$ cat config.mk
export PLATFORM = sky130hd
export DESIGN_NAME = mac_sequence_controller
export DESIGN_NICKNAME = d
export VERILOG_FILES = /design/src/rtl/mac_sequence_controller.sv
export SDC_FILE = /design/constraint.sdc
export NUM_CORES = 1
export LEC_CHECK = 0
export ABC_AREA = 0
export BUFFER_PORTS_ARGS = -buffer_cell sky130_fd_sc_hd__buf_2
export CAP_MARGIN = 10
export CORE_MARGIN = 2
export CORE_UTILIZATION = 52
export DETAILED_ROUTE_END_ITERATION = 16
export GPL_TIMING_DRIVEN = 0
export MAX_ROUTING_LAYER = met4
export PLACE_DENSITY = 0.84
export SETUP_SLACK_MARGIN = 0.2
export SYNTH_ARGS = -nofsm -noshare
export SYNTH_HDL_FRONTEND = slang
export SYNTH_SLANG_ARGS = --single-unit
$ cat constraint.sdc
create_clock -name clockPulse -period 7.4 [get_ports clockPulse]
set_input_delay 1.48 -clock clockPulse [delete_from_list [all_inputs] [get_ports clockPulse]]
set_output_delay 1.48 -clock clockPulse [all_outputs]
set_load 0.1 [all_outputs]
$ cat src/rtl/mac_sequence_controller.sv
// Sequences one shared multiply-accumulate datapath over a stream of operand pairs.
// Optional macro MAC_SATURATE_EN: clamp Result to all ones on carry-out instead of wrapping.
module mac_sequence_controller #(
    parameter int DATA_W = 8,
    parameter int ACC_W  = 16,
    parameter int LEN_W  = 8
) (
    input  logic              clockPulse,
    input  logic              Reset,
    input  logic              start,
    input  logic [LEN_W-1:0]  vecLength,
    input  logic [DATA_W-1:0] numberOne,
    input  logic [DATA_W-1:0] numberTwo,
    input  logic              opValid,
    output logic              opReady,
    output logic [ACC_W-1:0]  Result,
    output logic              resultValid,
    output logic              busy,
    output logic              overflow
);

    typedef enum logic [1:0] {S_IDLE, S_RUN, S_DONE} state_t;

    state_t              r_state, w_next;
    logic [ACC_W-1:0]    r_result;
    logic [LEN_W-1:0]    r_count;
    logic                r_overflow;

    logic                w_hs;
    logic [2*DATA_W-1:0] w_prod;
    logic [ACC_W:0]      w_prod_ext;
    logic [ACC_W:0]      w_sum;

    assign w_hs       = opValid & (r_state == S_RUN);
    assign w_prod     = numberOne * numberTwo;
    assign w_prod_ext = {{(ACC_W+1-2*DATA_W){1'b0}}, w_prod};
    // Extra MSB of the sum is the carry-out used for overflow detection.
    assign w_sum      = {1'b0, r_result} + w_prod_ext;

    always_ff @(posedge clockPulse or negedge Reset) begin
        if (!Reset) r_state <= S_IDLE;
        else        r_state <= w_next;
    end

    always_comb begin
        w_next = r_state;
        case (r_state)
            S_IDLE: if (start) w_next = (vecLength == '0) ? S_DONE : S_RUN;
            S_RUN:  if (w_hs && r_count == LEN_W'(1)) w_next = S_DONE;
            S_DONE: w_next = S_IDLE;
            default: w_next = S_IDLE;
        endcase
    end

    always_ff @(posedge clockPulse or negedge Reset) begin
        if (!Reset) begin
            r_result   <= '0;
            r_count    <= '0;
            r_overflow <= 1'b0;
        end else begin
            if (r_state == S_IDLE && start) begin
                r_result   <= '0;
                r_overflow <= 1'b0;
                r_count    <= vecLength;
            end else if (w_hs) begin
                r_count <= r_count - LEN_W'(1);
                if (w_sum[ACC_W]) r_overflow <= 1'b1;
`ifdef MAC_SATURATE_EN
                // Once clamped, later pairs of the same operation leave it clamped.
                if (w_sum[ACC_W] || r_overflow) r_result <= '1;
                else                            r_result <= w_sum[ACC_W-1:0];
`else
                r_result <= w_sum[ACC_W-1:0];
`endif
            end
        end
    end

    assign opReady     = (r_state == S_RUN);
    assign resultValid = (r_state == S_DONE);
    assign busy        = (r_state == S_RUN) || (r_state == S_DONE);
    assign Result      = r_result;
    assign overflow    = r_overflow;

endmodule

; Word level (Yosys, flattened, before mapping)
; Cells that the tools add are included.
[op_classes]
n_eq_ne = 5
n_mul = 1
reduce_logical = 9
n_addsub = 2
bitwise_logic = 1
mux = 11
[ops]
columns = cell, count
row1 = 2-to-1 mux 16 bit, 2
row2 = adder 16 x 16 -> 17 bit, 1
row3 = multiplier 8 x 8 -> 16 bit, 1
row4 = 2-to-1 mux 8 bit, 2
row5 = "== test 8 x 1 -> 1 bit, second input constant", 1
row6 = logical NOT 8 bit, 1
row7 = "subtractor 8 x 1 -> 8 bit, second input constant", 1
row8 = 2-to-1 mux 2 bit, 3
row9 = one-hot mux 2 bit (2 select lines), 1
row10 = AND reduction 2 bit, 2
row11 = nonzero test 2 bit, 2
row12 = 2-to-1 mux 1 bit, 3
row13 = "== test 2 x 1 -> 1 bit, second input constant", 1
row14 = "== test 2 bit, second input constant", 1
row15 = logical AND 1 bit, 2
row16 = logical NOT 2 bit, 1
row17 = "inequality test 2 x 1 -> 1 bit, second input constant", 1
row18 = "inequality test 2 bit, second input constant", 1
row19 = bitwise AND 1 bit, 1
row20 = logical OR 1 bit, 1
[word_totals]
register_bits = 27
inputBits = 28

; Longest topological paths before layout
[depth]
word_depth = 5
depth_mapped = 17

; Least setup slack after synthesis
; No wires, ideal clock.
[synth_timing]
path_type = input port to flip-flop
start = in numberTwo[1]
end = reg r_result[15], in the netlist Result[15]
path_stages = 16
path_buffers = 1
arrival_time_ns = 5.323
t_required_ns = 7.263
slack_ns = 1.941
cell_sequence = clkbuf_1 -> nand2_1 -> fa_1 -> inv_1 -> fa_1 -> fa_1 -> inv_1 -> fa_1 -> inv_1 -> ha_1 -> a21o_1 -> a221oi_2 -> nor3_1 -> a211oi_1 -> xor2_1 -> a21oi_1
[synth_via]
elab_chain_len = 4
[synth_rtl]
columns = element, line
row1 = start: declaration, 13  ; input logic [DATA_W-1:0] numberTwo,
row2 = multiplier 8 x 8 -> 16 bit, 35  ; assign w_prod = numberOne * numberTwo;
row3 = adder 16 x 16 -> 17 bit, 38  ; assign w_sum = {1'b0, r_result} + w_prod_ext;
row4 = 2-to-1 mux 16 bit, 65  ; end else if (w_hs) begin
row5 = 2-to-1 mux 16 bit, 61  ; if (r_state == S_IDLE && start) begin
row6 = end signal: assignment, 73  ; r_result <= w_sum[ACC_W-1:0];
row7 = end: declaration, 25  ; logic [ACC_W-1:0] r_result;
; No other way between the ends. The select of a mux whose other input is x is not followed.
; A chain may end at the register's enable or synchronous reset.

; Worst setup path after layout
[layout_timing]
start = in numberTwo[1]
end = reg r_overflow, in the netlist overflow
[layout_via]
elab_chain_len = 4
[layout_rtl]
columns = element, line
row1 = multiplier 8 x 8 -> 16 bit, 35
row2 = adder 16 x 16 -> 17 bit, 38
row3 = nonzero test 2 bit (no source line), n/a
row4 = AND reduction 2 bit (no source line), n/a
row5 = end signal: assignment, 59  ; r_overflow <= 1'b0;
row6 = end signal: assignment, 63  ; r_overflow <= 1'b0;
row7 = end signal: assignment, 67  ; if (w_sum[ACC_W]) r_overflow <= 1'b1;
row8 = end: declaration, 27  ; logic r_overflow;
; No other way between the ends.

==> run metrics <==
most used cell, CP fa_1; worst clock skew about 0.0028 ns; R2R Setup Slk 2.93 ns; postcts setup bufs 0; final worst-path cycle share around three quarters; first-pass GRT wire length ~14,000 um; most common cell in the synthesized netlist inv_1; Avg WL per Cell 14.5 um; Commonest cells post-synth inv_1 (102), nand2_1 (70), fa_1 (51); sequential area share after synthesis 17.8%; detailed-route wire length roughly 8600 um; antenna cells 0; Setup Viol. Count Final 0; worst slew pin tran 0.626 ns; IO Port Bufs 45; Buf/Inv on CP 4; outcome completed; placed cells 588; Area contributors post-synth fa_1 (27%), dfrtp_1 (18%), ha_1 (14%), inv_1 (10%), nand2_1 (6.9%); DRT antenna net count 0; Synth top area share 26.9%; die area around 0.008 mm2; Die Y a little under 90 um; Critical Path Source numberTwo[1]; Post-Syn Area 0.00380 mm2; clk sinks 27; synthesized instance count 444; share of layout cells above drive strength 1 11.0%; Syn. warnings 0; Setup Total Neg Slack 0 ns; max_slew headroom 58.3%; H-tree levels 1; Global Route Usage Sum 23.9%; worst r2r src Result[7]; area post-placement roughly 0.0041 mm2; Final Hold Viols 0; Top FF cell, synth dfrtp_1; routed vias/inst roughly 5.2; Util after Layout between 50% and 60%; synth unique cells 37; drt drc 0; GP Congestion 0.867; Hold Path Class flop to flop; number of global-route vias before repair 3,176; post-CTS sizing 0; FF+latch count, synth 27; Fmax approximately 180 MHz; Clock Tree Root clkbuf_8; slowest stage delay, CP 0.54 ns; # hold bufs at CTS 0; crit-path cells clkbuf_1, nand2_1, fa_1, inv_1, fa_1, fa_1, inv_1, fa_1, inv_1, ha_1, a21o_1, a31o_2, o21ai_0, a21oi_1, xor2_1, o31ai_1; clock latency on the worst-skew pair around 0.28 ns; critical path arrival 5.77 ns; Initial Util around 53%; Slew Limit Fails 0; synthesis-to-layout area growth 10.4%; syn avg cell area 8.55 um2; crit path kind input pin to flop; initial antenna violation count 0; Async SR Flop Fraction 100%; dpl hpwl 7170 um; CTS tree yes; Clock transition at path regs 0.10 ns; First-pass DRT Iterations 4; Slowest-stage cell, CP fa_1; die span in x 89.4 um; RSZ-0062 raised after global routing no; Fill cells 632; clock period minus worst slack 5.58 ns; Iter 0 DRT Violations 136; number of synthesized flops with an enable pin 0; design area ~0.0042 mm2; crit path max fanout 8; dominant cell type by area after synthesis fa_1; row count 31; Layout Nets about 610; top cell family by delay on the critical path adder cells; Remaining Overflow, GRT 0; R2R Path End overflow; Vias ~3,100; core area 0.00718 mm2; Finished Layout Cells 592; largest net degree at the start of global routing 28; max_cap viols 0; num ports 48; CP Capture Point overflow; worst-case reg-to-reg path depth 15; CTS Buf Count 3; startpoint class of the critical path input pin; Worst Setup End Kind flop; worst path required time around 7.6 ns; Max Buffers Root-to-Sink 2; syn nets 564; critical path depth 16
[through the flow]
| step | setup slack, ns | hold WS (ns) |
|---|---|---|
| after floorplan | 1.94 | 0.506 |
| after global placement | 1.58 | 0.460 |
| after detailed placement | 1.53 | 0.492 |
| after CTS | 1.81 | 0.523 |
| after global routing | 1.49 | 0.544 |
| final | 1.82 | 0.519 |
[registers in the layout (all words and copies together) (netlist names)]
register  flops
overflow      1
r_count       8
Result       16
r_state       2
[cell usage in the layout, fill, tap and decap left out, drive strengths merged]
cell type and n:
and3 2, nor3b 1, xor2 8, a21o 4
clkbuf 13, nand3 3, a221oi 1, o22ai 2
nand2 70, or4 2, inv 102, or3 4
o31a 1, o21ai 16, o21a 1, nand2b 1
xnor2 9, a31oi 1, and2 37, fa 51
and4 1, nor2 7, or2 1, ha 41
o21bai 1, nor4 3, nand4 2, a21oi 25
a31o 1, buf 45, nor3 5, o31ai 1
a22o 1, dfrtp 27, a211oi 3
[how the worst min path moves through the flow]
stage | start | end | cells after the start
2_1_floorplan | r_state[1] | r_state[1] | 2
3_3_place_gp | overflow | overflow | 2
3_5_place_dp | overflow | overflow | 2
4_1_cts | overflow | overflow | 2
5_1_grt | overflow | overflow | 2
6_report | overflow | overflow | 2
[layout make-up]
class | count | area [um2] | area share (%)
Clock buffer | 4 | 45.0 | 1.07
Tap cell | 99 | 124 | 2.96
Buffer | 9 | 33.8 | 0.806
Inverter | 102 | 383 | 9.14
Timing Repair Buffer | 45 | 225 | 5.37
Sequential cell | 27 | 676 | 16.1
Multi-Input combinational cell | 306 | 2700 | 64.5
[layer usage]
metal  GRT usage, %  part of all wire (%)  wire, um
met2           42.4                    52      4510
met4           5.43                   1.0        87
met3           1.94                   3.3       285
met1           29.9                    43      3720
met5              -                     0         0
[cells by family (layout without fill, tap and decap cells)]
logic type               count (synthesis)  after routing  share of synthesized area [%]
AND/OR/NAND/NOR                        139            139                           17.9
AO/OA/AOI/OAI                           58             58                           9.00
flip-flops                              27             27                           17.8
XOR/XNOR                                17             17                           3.92
adder cells (fa/ha/maj)                 92             92                           40.4
buffers and inverters                  111            160                           11.0
[worst min-delay path, stage by stage (launching register included)]
cell	delay, ns
dfrtp_1	0.37
nand2_1	0.05
o31ai_1	0.06
Power is not shown: default switching activity piles up to over one toggle a cycle in this logic, so the estimate is an artifact.
